--- config.mk ---
export PLATFORM = sky130hd
export DESIGN_NAME = decode
export DESIGN_NICKNAME = d
export VERILOG_FILES = /design/src/rtl/custom_pkg.sv /design/src/rtl/riscv_pkg.sv /design/src/rtl/regfile.sv /design/src/rtl/decode.sv
export SDC_FILE = /design/constraint.sdc
export NUM_CORES = 2
export LEC_CHECK = 0
export CAP_MARGIN = 20
export CORE_MARGIN = 2
export CORE_UTILIZATION = 53
export DETAILED_ROUTE_END_ITERATION = 8
export PLACE_DENSITY_LB_ADDON = 0.25
export REMOVE_ABC_BUFFERS = 1
export SLEW_MARGIN = 10
export SYNTH_ARGS = -nofsm -noshare
export SYNTH_HDL_FRONTEND = slang
export SYNTH_HIERARCHICAL = 1
export SYNTH_SLANG_ARGS = --single-unit
--- constraint.sdc ---
create_clock -name clk_i -period 9.75 [get_ports clk_i]
set_input_delay 1.4625 -clock clk_i [delete_from_list [all_inputs] [get_ports clk_i]]
set_output_delay 1.4625 -clock clk_i [all_outputs]
set_load 0.05 [all_outputs]
--- src/rtl/custom_pkg.sv ---
// Pipeline-private types: control bundle, ALU operation, result mux encoding, hazard controls.
package custom_pkg;

    typedef enum logic [3:0] {
        ALU_ADD,
        ALU_SUB,
        ALU_SLL,
        ALU_SLT,
        ALU_SLTU,
        ALU_XOR,
        ALU_SRL,
        ALU_SRA,
        ALU_OR,
        ALU_AND,
        ALU_PASS_B
    } alu_op_t;

    localparam logic [1:0] RES_ALU = 2'd0;
    localparam logic [1:0] RES_MEM = 2'd1;
    localparam logic [1:0] RES_PC4 = 2'd2;

    typedef struct packed {
        logic       reg_write;
        logic       mem_read;
        logic       mem_write;
        logic       branch;
        logic       jump;
        logic       jalr;
        logic       alu_src_imm;
        logic       alu_src_pc;
        logic [1:0] result_src;
        alu_op_t    alu_op;
        logic [2:0] funct3;
    } ctrl_t;

    typedef struct packed {
        logic stall_ex;
        logic flush_ex;
    } hazard_t;

    typedef enum logic [2:0] {
        IMM_NONE,
        IMM_I,
        IMM_S,
        IMM_B,
        IMM_U,
        IMM_J
    } imm_sel_t;

    // alt selects SUB/SRA; the caller decides whether funct7[5] is meaningful.
    function automatic alu_op_t alu_op_from_f3(input logic [2:0] f3, input logic alt);
        alu_op_t op;
        case (f3)
            3'b000:  op = alt ? ALU_SUB : ALU_ADD;
            3'b001:  op = ALU_SLL;
            3'b010:  op = ALU_SLT;
            3'b011:  op = ALU_SLTU;
            3'b100:  op = ALU_XOR;
            3'b101:  op = alt ? ALU_SRA : ALU_SRL;
            3'b110:  op = ALU_OR;
            default: op = ALU_AND;
        endcase
        return op;
    endfunction

endpackage

--- src/rtl/riscv_pkg.sv ---
// RV32I base ISA encodings: opcodes, funct3/funct7 values and the two SYSTEM words.
package riscv_pkg;

    localparam logic [6:0] OPC_LOAD     = 7'b0000011;
    localparam logic [6:0] OPC_MISC_MEM = 7'b0001111;
    localparam logic [6:0] OPC_OP_IMM   = 7'b0010011;
    localparam logic [6:0] OPC_AUIPC    = 7'b0010111;
    localparam logic [6:0] OPC_STORE    = 7'b0100011;
    localparam logic [6:0] OPC_OP       = 7'b0110011;
    localparam logic [6:0] OPC_LUI      = 7'b0110111;
    localparam logic [6:0] OPC_BRANCH   = 7'b1100011;
    localparam logic [6:0] OPC_JALR     = 7'b1100111;
    localparam logic [6:0] OPC_JAL      = 7'b1101111;
    localparam logic [6:0] OPC_SYSTEM   = 7'b1110011;

    localparam logic [2:0] F3_ADD_SUB = 3'b000;
    localparam logic [2:0] F3_SLL     = 3'b001;
    localparam logic [2:0] F3_SLT     = 3'b010;
    localparam logic [2:0] F3_SLTU    = 3'b011;
    localparam logic [2:0] F3_XOR     = 3'b100;
    localparam logic [2:0] F3_SRL_SRA = 3'b101;
    localparam logic [2:0] F3_OR      = 3'b110;
    localparam logic [2:0] F3_AND     = 3'b111;

    localparam logic [2:0] F3_LB  = 3'b000;
    localparam logic [2:0] F3_LH  = 3'b001;
    localparam logic [2:0] F3_LW  = 3'b010;
    localparam logic [2:0] F3_LBU = 3'b100;
    localparam logic [2:0] F3_LHU = 3'b101;
    localparam logic [2:0] F3_SB  = 3'b000;
    localparam logic [2:0] F3_SH  = 3'b001;
    localparam logic [2:0] F3_SW  = 3'b010;

    localparam logic [2:0] F3_BR_RSV0 = 3'b010;
    localparam logic [2:0] F3_BR_RSV1 = 3'b011;
    localparam logic [2:0] F3_JALR    = 3'b000;
    localparam logic [2:0] F3_FENCE   = 3'b000;

    localparam logic [6:0] F7_BASE = 7'b0000000;
    localparam logic [6:0] F7_ALT  = 7'b0100000;

    localparam logic [31:0] INSTR_ECALL  = 32'h0000_0073;
    localparam logic [31:0] INSTR_EBREAK = 32'h0010_0073;

endpackage

--- src/rtl/regfile.sv ---
// 32x32 register file, two combinational reads and one write; x0 hardwired to zero.
module regfile #(
    parameter bit RfBypass = 1'b1
) (
    input  logic        clk_i,
    input  logic        we_i,
    input  logic [4:0]  waddr_i,
    input  logic [31:0] wdata_i,
    input  logic [4:0]  raddr1_i,
    input  logic [4:0]  raddr2_i,
    output logic [31:0] rdata1_o,
    output logic [31:0] rdata2_o
);

    logic [31:0] r_mem [0:31];
    logic        w_wr_en;

    assign w_wr_en = we_i && (waddr_i != 5'd0);

    // Storage deliberately has no reset; entry 0 is never written.
    always_ff @(posedge clk_i) begin
        if (w_wr_en) begin
            r_mem[waddr_i] <= wdata_i;
        end
    end

    always_comb begin
        rdata1_o = r_mem[raddr1_i];
        if (raddr1_i == 5'd0) begin
            rdata1_o = 32'd0;
        end else if (RfBypass && w_wr_en && (waddr_i == raddr1_i)) begin
            rdata1_o = wdata_i;
        end
    end

    always_comb begin
        rdata2_o = r_mem[raddr2_i];
        if (raddr2_i == 5'd0) begin
            rdata2_o = 32'd0;
        end else if (RfBypass && w_wr_en && (waddr_i == raddr2_i)) begin
            rdata2_o = wdata_i;
        end
    end

endmodule

--- src/rtl/decode.sv ---
// RV32I decode stage: control decode, immediate generation, RF read, ID/EX register.
module decode
    import custom_pkg::*;
    import riscv_pkg::*;
#(
    parameter bit RfBypass = 1'b1
) (
    input  logic        clk_i,
    input  logic        rstn_i,
    input  logic [31:0] instr_i,
    input  logic [31:0] pc_i,
    input  logic [31:0] pc_plus4_i,
    input  hazard_t     hazard_i,
    input  logic        rf_we_i,
    input  logic [4:0]  rf_waddr_i,
    input  logic [31:0] rf_wdata_i,
    output logic [4:0]  rs1_id_o,
    output logic [4:0]  rs2_id_o,
    output logic [4:0]  rs1_o,
    output logic [4:0]  rs2_o,
    output logic [4:0]  rd_o,
    output logic [31:0] rs1_data_o,
    output logic [31:0] rs2_data_o,
    output logic [31:0] imm_o,
    output logic [31:0] pc_o,
    output logic [31:0] pc_plus4_o,
    output ctrl_t       ctrl_o,
    output logic        illegal_o
);

    logic [6:0]  w_opcode;
    logic [2:0]  w_funct3;
    logic [6:0]  w_funct7;
    ctrl_t       w_ctrl;
    logic        w_illegal;
    imm_sel_t    w_imm_sel;
    logic        w_use_rs1;
    logic        w_use_rs2;
    logic        w_use_rd;
    logic [4:0]  w_rs1_idx;
    logic [4:0]  w_rs2_idx;
    logic [4:0]  w_rd_idx;
    logic [31:0] w_imm;
    logic [31:0] w_rs1_data;
    logic [31:0] w_rs2_data;

    logic [4:0]  r_rs1;
    logic [4:0]  r_rs2;
    logic [4:0]  r_rd;
    logic [31:0] r_rs1_data;
    logic [31:0] r_rs2_data;
    logic [31:0] r_imm;
    logic [31:0] r_pc;
    logic [31:0] r_pc_plus4;
    ctrl_t       r_ctrl;
    logic        r_illegal;

    assign w_opcode = instr_i[6:0];
    assign w_funct3 = instr_i[14:12];
    assign w_funct7 = instr_i[31:25];

    // Only legal branches set control/use flags, so illegal words fall out all-zero.
    always_comb begin
        w_ctrl    = '0;
        w_illegal = 1'b0;
        w_imm_sel = IMM_NONE;
        w_use_rs1 = 1'b0;
        w_use_rs2 = 1'b0;
        w_use_rd  = 1'b0;
        if (instr_i != 32'd0) begin
            case (w_opcode)
                OPC_OP: begin
                    if (w_funct7 == F7_BASE ||
                        (w_funct7 == F7_ALT && (w_funct3 == F3_ADD_SUB || w_funct3 == F3_SRL_SRA))) begin
                        w_ctrl.reg_write = 1'b1;
                        w_ctrl.alu_op    = alu_op_from_f3(w_funct3, w_funct7[5]);
                        w_use_rs1 = 1'b1;
                        w_use_rs2 = 1'b1;
                        w_use_rd  = 1'b1;
                    end else begin
                        w_illegal = 1'b1;
                    end
                end
                OPC_OP_IMM: begin
                    if ((w_funct3 != F3_SLL && w_funct3 != F3_SRL_SRA) ||
                        (w_funct3 == F3_SLL && w_funct7 == F7_BASE) ||
                        (w_funct3 == F3_SRL_SRA && (w_funct7 == F7_BASE || w_funct7 == F7_ALT))) begin
                        w_ctrl.reg_write   = 1'b1;
                        w_ctrl.alu_src_imm = 1'b1;
                        w_ctrl.alu_op      = alu_op_from_f3(w_funct3,
                                                 (w_funct3 == F3_SRL_SRA) && w_funct7[5]);
                        w_imm_sel = IMM_I;
                        w_use_rs1 = 1'b1;
                        w_use_rd  = 1'b1;
                    end else begin
                        w_illegal = 1'b1;
                    end
                end
                OPC_LOAD: begin
                    if (w_funct3 == F3_LB || w_funct3 == F3_LH || w_funct3 == F3_LW ||
                        w_funct3 == F3_LBU || w_funct3 == F3_LHU) begin
                        w_ctrl.reg_write   = 1'b1;
                        w_ctrl.mem_read    = 1'b1;
                        w_ctrl.alu_src_imm = 1'b1;
                        w_ctrl.result_src  = RES_MEM;
                        w_ctrl.alu_op      = ALU_ADD;
                        w_ctrl.funct3      = w_funct3;
                        w_imm_sel = IMM_I;
                        w_use_rs1 = 1'b1;
                        w_use_rd  = 1'b1;
                    end else begin
                        w_illegal = 1'b1;
                    end
                end
                OPC_STORE: begin
                    if (w_funct3 == F3_SB || w_funct3 == F3_SH || w_funct3 == F3_SW) begin
                        w_ctrl.mem_write   = 1'b1;
                        w_ctrl.alu_src_imm = 1'b1;
                        w_ctrl.alu_op      = ALU_ADD;
                        w_ctrl.funct3      = w_funct3;
                        w_imm_sel = IMM_S;
                        w_use_rs1 = 1'b1;
                        w_use_rs2 = 1'b1;
                    end else begin
                        w_illegal = 1'b1;
                    end
                end
                OPC_BRANCH: begin
                    if (w_funct3 != F3_BR_RSV0 && w_funct3 != F3_BR_RSV1) begin
                        w_ctrl.branch = 1'b1;
                        w_ctrl.alu_op = ALU_SUB;
                        w_ctrl.funct3 = w_funct3;
                        w_imm_sel = IMM_B;
                        w_use_rs1 = 1'b1;
                        w_use_rs2 = 1'b1;
                    end else begin
                        w_illegal = 1'b1;
                    end
                end
                OPC_JAL: begin
                    // ALU computes the target (PC + imm); rd receives PC+4.
                    w_ctrl.reg_write   = 1'b1;
                    w_ctrl.jump        = 1'b1;
                    w_ctrl.alu_src_imm = 1'b1;
                    w_ctrl.alu_src_pc  = 1'b1;
                    w_ctrl.result_src  = RES_PC4;
                    w_ctrl.alu_op      = ALU_ADD;
                    w_imm_sel = IMM_J;
                    w_use_rd  = 1'b1;
                end
                OPC_JALR: begin
                    if (w_funct3 == F3_JALR) begin
                        w_ctrl.reg_write   = 1'b1;
                        w_ctrl.jump        = 1'b1;
                        w_ctrl.jalr        = 1'b1;
                        w_ctrl.alu_src_imm = 1'b1;
                        w_ctrl.result_src  = RES_PC4;
                        w_ctrl.alu_op      = ALU_ADD;
                        w_imm_sel = IMM_I;
                        w_use_rs1 = 1'b1;
                        w_use_rd  = 1'b1;
                    end else begin
                        w_illegal = 1'b1;
                    end
                end
                OPC_LUI: begin
                    w_ctrl.reg_write   = 1'b1;
                    w_ctrl.alu_src_imm = 1'b1;
                    w_ctrl.alu_op      = ALU_PASS_B;
                    w_imm_sel = IMM_U;
                    w_use_rd  = 1'b1;
                end
                OPC_AUIPC: begin
                    w_ctrl.reg_write   = 1'b1;
                    w_ctrl.alu_src_imm = 1'b1;
                    w_ctrl.alu_src_pc  = 1'b1;
                    w_ctrl.alu_op      = ALU_ADD;
                    w_imm_sel = IMM_U;
                    w_use_rd  = 1'b1;
                end
                OPC_MISC_MEM: w_illegal = (w_funct3 != F3_FENCE);
                OPC_SYSTEM:   w_illegal = (instr_i != INSTR_ECALL) && (instr_i != INSTR_EBREAK);
                default:      w_illegal = 1'b1;
            endcase
        end
        if (instr_i[11:7] == 5'd0) begin
            w_ctrl.reg_write = 1'b0;
        end
    end

    always_comb begin
        w_imm = 32'd0;
        case (w_imm_sel)
            IMM_I:   w_imm = {{20{instr_i[31]}}, instr_i[31:20]};
            IMM_S:   w_imm = {{20{instr_i[31]}}, instr_i[31:25], instr_i[11:7]};
            IMM_B:   w_imm = {{19{instr_i[31]}}, instr_i[31], instr_i[7], instr_i[30:25],
                              instr_i[11:8], 1'b0};
            IMM_U:   w_imm = {instr_i[31:12], 12'd0};
            IMM_J:   w_imm = {{11{instr_i[31]}}, instr_i[31], instr_i[19:12], instr_i[20],
                              instr_i[30:21], 1'b0};
            default: w_imm = 32'd0;
        endcase
    end

    // Unused source fields read as x0 so the hazard unit sees no false dependency.
    assign w_rs1_idx = w_use_rs1 ? instr_i[19:15] : 5'd0;
    assign w_rs2_idx = w_use_rs2 ? instr_i[24:20] : 5'd0;
    assign w_rd_idx  = w_use_rd  ? instr_i[11:7]  : 5'd0;
    assign rs1_id_o  = w_rs1_idx;
    assign rs2_id_o  = w_rs2_idx;

    regfile #(
        .RfBypass (RfBypass)
    ) u_regfile (
        .clk_i    (clk_i),
        .we_i     (rf_we_i),
        .waddr_i  (rf_waddr_i),
        .wdata_i  (rf_wdata_i),
        .raddr1_i (w_rs1_idx),
        .raddr2_i (w_rs2_idx),
        .rdata1_o (w_rs1_data),
        .rdata2_o (w_rs2_data)
    );

    always_ff @(posedge clk_i) begin
        if (!rstn_i || (hazard_i.flush_ex && !hazard_i.stall_ex)) begin
            r_rs1      <= 5'd0;
            r_rs2      <= 5'd0;
            r_rd       <= 5'd0;
            r_rs1_data <= 32'd0;
            r_rs2_data <= 32'd0;
            r_imm      <= 32'd0;
            r_pc       <= 32'd0;
            r_pc_plus4 <= 32'd0;
            r_ctrl     <= '0;
            r_illegal  <= 1'b0;
        end else if (!hazard_i.stall_ex) begin
            r_rs1      <= w_rs1_idx;
            r_rs2      <= w_rs2_idx;
            r_rd       <= w_rd_idx;
            r_rs1_data <= w_rs1_data;
            r_rs2_data <= w_rs2_data;
            r_imm      <= w_imm;
            r_pc       <= pc_i;
            r_pc_plus4 <= pc_plus4_i;
            r_ctrl     <= w_ctrl;
            r_illegal  <= w_illegal;
        end
    end

    assign rs1_o      = r_rs1;
    assign rs2_o      = r_rs2;
    assign rd_o       = r_rd;
    assign rs1_data_o = r_rs1_data;
    assign rs2_data_o = r_rs2_data;
    assign imm_o      = r_imm;
    assign pc_o       = r_pc;
    assign pc_plus4_o = r_pc_plus4;
    assign ctrl_o     = r_ctrl;
    assign illegal_o  = r_illegal;

endmodule

Yosys cells after proc, flatten, opt, wreduce, memory -nomap -nowiden
Memories as Yosys holds them, arrays and structs flattened. Cells that the tools add are included.

Flip-flop bits (word level): 193. RAM bits: 1024. Input bits: 138. Logic and storage cells: 150. Memories kept: 1.

Equality and inequality tests: 31. Muxes and demuxes: 64. Reduce and logical (&&, ||, !) cells: 34.

Memories: u_regfile.r_mem (depth 32, bits a word 32, rd ports 2, clocked after memory_dff 0, wr ports 1, RTL line regfile.sv:15) `logic [31:0] r_mem [0:31];`.

Operators by type and width (number): 32-bit one-hot mux with 5 select lines (1); 32-bit 2-to-1 mux (4); 4-bit one-hot mux with 7 select lines (3); 32-bit by 21-bit inequality test with 1-bit output, second input constant (1); 32-bit by 7-bit inequality test with 1-bit output, second input constant (1); 32-bit nonzero test (1); 1-bit 2-to-1 mux (31); 7-bit by 6-bit equality test with 1-bit output, second input constant (4); 7-bit equality test, second input constant (4); 3-bit one-hot mux with 7 select lines (1); 17-bit 2-to-1 mux (1); 3-bit equality test, second input constant (5); 5-bit logical NOT (3); 5-bit 2-to-1 mux (3); 1-bit one-hot mux with 5 select lines (3); 7-bit by 5-bit equality test with 1-bit output, second input constant (2); 3-bit by 2-bit equality test with 1-bit output, second input constant (4); 4-bit 2-to-1 mux (3); 1-bit logical AND (11); 5-bit equality test (2); 1-bit logical OR (10); 3-bit 2-to-1 mux (3); 1-bit one-hot mux with 9 select lines (1); 3-bit one-hot mux with 3 select lines (1); other kinds (20) (26).

Longest topological paths before layout
Depth after elaboration: 13. Gate-level depth with buffers: 20. Mapped depth without buffers: 14.

Modules after synthesis
The synthesis kept the hierarchy.

Modules (own cells, without submodules): regfile (instances 1, cells each 2619, area each 48023.6 µm²); decode (instances 1, cells each 801, area each 7709.9 µm²).

Worst setup path before layout
Ideal clock, no wire load.

Path type: input to register. From: input instr_i[25]. To: register r_rs1_data[27] (netlist: rs1_data_o[27]). Library setup time: 128 ps. Arrival time: 5390 ps. Setup slack: 4232 ps. Stages: 15. Cells stage by stage: or4_4 o31ai_4 a32oi_2 nor2b_4 buf_6 nor2_1 buf_4 buf_6 buf_2 mux4_2 o32ai_1 nor4_1 a211o_1 mux2i_1 nor2_1.

Word-level cells in the longest chain between the ends: 12. Elaborated cells between the ends (all ways): 21. Classes of those cells: eq/ne: 2; mux: 7; reduce/logical: 11; memory: 1.

RTL lines: from (decl) (RTL line decode.sv:10) `input logic [31:0] instr_i,`; 7-bit by 6-bit equality test with 1-bit output or 7-bit logical NOT (tied branches); 1-bit logical OR or 1-bit logical AND (tied branches) (RTL line decode.sv:87, decode.sv:86); 1-bit logical AND or 1-bit logical OR (tied branches) (RTL line decode.sv:87, decode.sv:85); 1-bit logical OR (RTL line decode.sv:86) `(w_funct3 == F3_SLL && w_funct7 == F7_BASE) ||`; 1-bit 2-to-1 mux (RTL line decode.sv:85) `if ((w_funct3 != F3_SLL && w_funct3 != F3_SRL_SRA) ||`; 1-bit one-hot mux with 6 select lines (RTL line decode.sv:71) `case (w_opcode)`; 1-bit 2-to-1 mux * (RTL line decode.sv:70) `if (instr_i != 32'd0) begin`; 5-bit 2-to-1 mux * (RTL line decode.sv:206) `assign w_rs1_idx = w_use_rs1 ? instr_i[19:15] : 5'd0;`; via rs1_id_o[0] (RTL line decode.sv:17) `output logic [4:0] rs1_id_o,`; parallel branches: the longest is 3 deep, another holds memory read 32 x 32 bit; 32-bit 2-to-1 mux * (RTL line regfile.sv:29) `if (raddr1_i == 5'd0) begin`; via w_rs1_data[27] (RTL line decode.sv:44) `logic [31:0] w_rs1_data;`; to (signal assigned) (RTL line decode.sv:241) `r_rs1_data <= w_rs1_data;`; to (decl) (RTL line decode.sv:50) `logic [31:0] r_rs1_data;`.

Mark *: on every way through the listed nets, which the timed path passes. A chain may end at the register's enable or synchronous reset.

Worst setup path after layout
From: input instr_i[3]. To: output rs1_id_o[1].

Word-level cells in the longest chain between the ends: 4. Elaborated cells between the ends (all ways): 10. Classes of those cells: eq/ne: 6; mux: 3; reduce/logical: 1.

RTL lines (RTL line): 7-bit equality test (tied with other cells) (decode.sv:71); 1-bit one-hot mux with 6 select lines (decode.sv:71); 1-bit 2-to-1 mux * (decode.sv:70); 5-bit 2-to-1 mux * (decode.sv:206); to (decl) (decode.sv:17).

Every way passes the cells marked *; elsewhere a longest branch is shown, timed or not.

==> summary.txt <==
====================================================================================
Outcome                                                                 finished clean
H-tree depth                                                                       4
Via count of the first global-routing pass                                    35,520
Static leakage                                                              20.34 nW
Starting DRC count in detailed routing                                         5,676
Rel. slew slack                                                               21.88%
Power per standard cell area                                            172.2 nW/um^2
Root buffer selected by CTS                                             sky130_fd_sc_hd__clkbuf_16
Initial antenna violation count                                                    2
Post-layout power                                                           11.21 mW
Via Count                                                                     36,210
Summed negative setup slack over all endpoints                                  0 ns
Commonest non-fill, non-tap cells in the layout                         sky130_fd_sc_hd__edfxtp_1, sky130_fd_sc_hd__mux2i_1, sky130_fd_sc_hd__mux4_2, sky130_fd_sc_hd__clkdlybuf4s50_1, sky130_fd_sc_hd__nor2_1
GR Overflow Total                                                                  0
Critical Path End Type                                                    output pin
Count of yosys warnings during synthesis                                           6
Num rows                                                                         118
Antenna-violating nets left                                                        0
Post-detailed-route DRC marker count                                               0
Detailed placer's ending HPWL                                           97,520 microns
CP Data Arrival Time                                                         5.71 ns
FF+latch count, synth                                                          1,217
Final weighted congestion of routability-driven global placement              0.9065
Peak supply drop                                                         0.0001293 V
Critical Path Fanout Max                                                          58
Leading cell type in the layout, fill and taps excluded                 sky130_fd_sc_hd__edfxtp_1
Total number of nets in the final design                                       3,907
First-pass iteration count of the detailed router                                  6
Psw                                                                         2.413 mW
Die footprint                                                           107,800 sq um
Share of the clock period used by the worst path                              73.52%
Synthesized instance count                                                     3,420
Number of endpoints failing setup at the final stage                               0
Category of the critical setup timing path                              input port to output pin
Number of buffers added by the clock tree synthesis step                         131
Number of I/O port buffers                                                       340
Number of enable flip-flop cells after synthesis                               1,024
Detailed-route wire length per cell                                     32.91 microns
Relative contribution of the clock network to total power                      43.5%
Die Wd                                                                  328.3 microns
Maximum count of clock buffers along a single path                                 3
Gate power share                                                                5.2%
CTS clock-pin slew for the worst setup and hold paths                        0.05 ns
Slack of the critical path                                                  2.582 ns
Source-to-sink clock delay at the later pin of the worst-skew pair           0.76 ns
Post-synth top flop                                                     sky130_fd_sc_hd__edfxtp_1
Crit path time final                                                        7.168 ns
Number of buffers added for setup after CTS                                        0
Post-synth ARST share                                                             0%
Kind of path behind the tightest hold check                             flop to flop
Setup repair after global routing missed its margin                               no
Final worst clock skew                                                    0.03777 ns
Proportion of total power due to net switching                                21.52%
Pin count of the biggest net entering global routing                             106
Number of hold-slack violations in the final timing report                         0
Cell variety after synth                                                          83
WHS                                                                        0.4481 ns
Standard cell core area                                                 103,900 sq um
Max-capacitance violation count                                                    0
Sequential share of power                                                      51.3%
Synthesis-to-layout area growth                                               16.82%
Achievable frequency                                                       139.5 MHz
Clk sinks                                                                      1,217
Die boundary height                                                     328.3 microns
Antenna cell count                                                                 0
First-pass GRT wire length                                              246,200 microns
Initial core utilization                                                      53.62%
TritonCTS clock tree                                                           built
Share of post-route cells with drive strength above 1                         21.06%
Endpoint required time on the critical path                                  8.29 ns
Synth Area per Inst                                                      16.30 sq um
Internal power of the cells                                                 8.798 mW
Count of pins over their slew limit                                                0
Startpoint type of the worst setup path                                   input port
Total Routing Usage GR                                                        31.76%
Syn Std Cell Area                                                       55,730 sq um
Number of vias per cell after detailed routing                                 6.897
Worst slack at placement                                                    2.671 ns
Sequential cell area fraction in the yosys report                             62.10%
Cts repair resizes                                                                 0
Detailed-route wire length                                              172,800 microns
Boundary Pins                                                                    341
Slew @ Worst Pin                                                            1.169 ns
Number of buffers inserted for hold repair after clock tree synthesis              0
====================================================================================
[final timing paths]
check | slack (ns) | to | start | depth (start not counted)
max | 2.58 | rs1_id_o[1] | instr_i[3] | 9
max reg2reg | 7.58 | rs2_data_o[8]$_SDFFE_PP0N_ | u_regfile/r_mem[24][8]$_DFFE_PP_ | 6
min | 0.45 | imm_o[28]$_SDFFE_PP0N_ | imm_o[28]$_SDFFE_PP0N_ | 2
min reg2reg | 0.45 | imm_o[28]$_SDFFE_PP0N_ | imm_o[28]$_SDFFE_PP0N_ | 2
[state kept, by name, indices dropped and copies added (netlist names)]
signal and cells:
ctrl_o 17, illegal_o 1, imm_o 32, pc_o 32
pc_plus4_o 32, rd_o 5, rs1_data_o 32, rs1_o 5
rs2_data_o 32, rs2_o 5, u_regfile/r_mem 1024
[power groups by stage]
stage                     logic, mW  registers (mW)  clock network, mW
after detailed placement      0.565            5.86                  0
after CTS                     0.568            5.75               4.93
final                         0.580            5.75               4.88
after floorplan               0.248            5.91                  0
after global placement        0.560            5.86                  0
after global routing          0.610            5.75               5.13
[layer usage]
metal / track usage (%) / up-vias / wire length, microns
met1: 42.94 / 18420 / 63370
met4: 12.26 / 2 / 7108
met5: 0 / - / 13
li1: - / 14670 / -
met2: 49.95 / 2676 / 80620
met3: 7.984 / 437 / 21640
[synth_stat cells, types with 5 or more instances]
master	instances	share of area [%]
sky130_fd_sc_hd__edfxtp_1	1024	55
sky130_fd_sc_hd__mux2i_1	403	7.2
sky130_fd_sc_hd__mux4_2	391	16
sky130_fd_sc_hd__nor2_1	238	1.6
sky130_fd_sc_hd__dfxtp_1	193	6.9
sky130_fd_sc_hd__nand2_1	168	1.1
sky130_fd_sc_hd__clkbuf_1	129	0.87
sky130_fd_sc_hd__a22oi_1	79	1.1
sky130_fd_sc_hd__a21oi_1	74	0.66
sky130_fd_sc_hd__buf_2	73	0.66
sky130_fd_sc_hd__o22ai_1	65	0.73
sky130_fd_sc_hd__nor3_1	45	0.40
sky130_fd_sc_hd__mux2_2	36	0.73
sky130_fd_sc_hd__a211oi_1	35	0.47
sky130_fd_sc_hd__o21ai_0	32	0.29
sky130_fd_sc_hd__o221ai_1	32	0.50
sky130_fd_sc_hd__a32o_1	31	0.56
sky130_fd_sc_hd__buf_6	31	0.63
sky130_fd_sc_hd__nand3_1	31	0.28
sky130_fd_sc_hd__a221oi_1	27	0.42
sky130_fd_sc_hd__o21ai_1	23	0.21
sky130_fd_sc_hd__a31oi_1	19	0.21
sky130_fd_sc_hd__buf_1	19	0.13
sky130_fd_sc_hd__a22o_1	17	0.27
sky130_fd_sc_hd__buf_4	17	0.23
sky130_fd_sc_hd__a221o_1	15	0.27
sky130_fd_sc_hd__nor2b_1	13	0.15
sky130_fd_sc_hd__o211ai_1	13	0.18
sky130_fd_sc_hd__inv_1	12	0.081
sky130_fd_sc_hd__and2_1	11	0.12
sky130_fd_sc_hd__o32ai_1	10	0.16
sky130_fd_sc_hd__a211o_1	7	0.11
sky130_fd_sc_hd__nand3b_1	7	0.094
sky130_fd_sc_hd__xnor2_1	7	0.11
sky130_fd_sc_hd__and3_1	6	0.067
sky130_fd_sc_hd__nand4_1	5	0.056
sky130_fd_sc_hd__nor3b_1	5	0.067
sky130_fd_sc_hd__o41ai_2	5	0.15
[cell type report]
| type | instances | area, sq um |
|---|---|---|
| Clock buffer | 172 | 3649 |
| Timing Repair Buffer | 459 | 4462 |
| Clock inverter | 62 | 533.0 |
| Inverter | 13 | 50.05 |
| Sequential cell | 1217 | 34610 |
| Fill cell | 7454 | 38830 |
| Tap cell | 1380 | 1727 |
| Multi-Input combinational cell | 1947 | 20070 |
[kinds of logic (layout without fill, tap and decap cells)]
group                     Yosys count  count (layout)  synth area share (%)
AOI/OAI and AO/OA                 511             511                 6.733
xor gates and xnor gates           11              11                0.1729
buffers and inverters             287             706                 2.721
DFF                              1217            1217                 62.10
muxes                             830             830                 23.77
other                               1              32              0.006728
and+or+nand+nor                   563             563                 4.497
[through the flow]
stage / area [sq um] / std cells / utilization [%]
CTS: 64980 / 5242 / 62.52
detailed placement: 60800 / 5008 / 58.50
global route: 65110 / 5250 / 62.64
finish: 65110 / 5250 / 62.64
global placement: 60790 / 5007 / 58.48
floorplan: 54380 / 3177 / -
[worst max-delay path: stages]
cell                              delay [ns]
sky130_fd_sc_hd__clkdlybuf4s50_1        0.63
sky130_fd_sc_hd__nand4bb_1              0.53
sky130_fd_sc_hd__nor2_1                 0.34
sky130_fd_sc_hd__and4_2                 0.31
sky130_fd_sc_hd__o21a_1                 0.27
sky130_fd_sc_hd__nor2b_4                0.17
sky130_fd_sc_hd__nor2_4                 0.58
sky130_fd_sc_hd__buf_12                 0.44
sky130_fd_sc_hd__clkdlybuf4s50_1        0.91
Note: power is estimated with default switching activity, not from simulation.
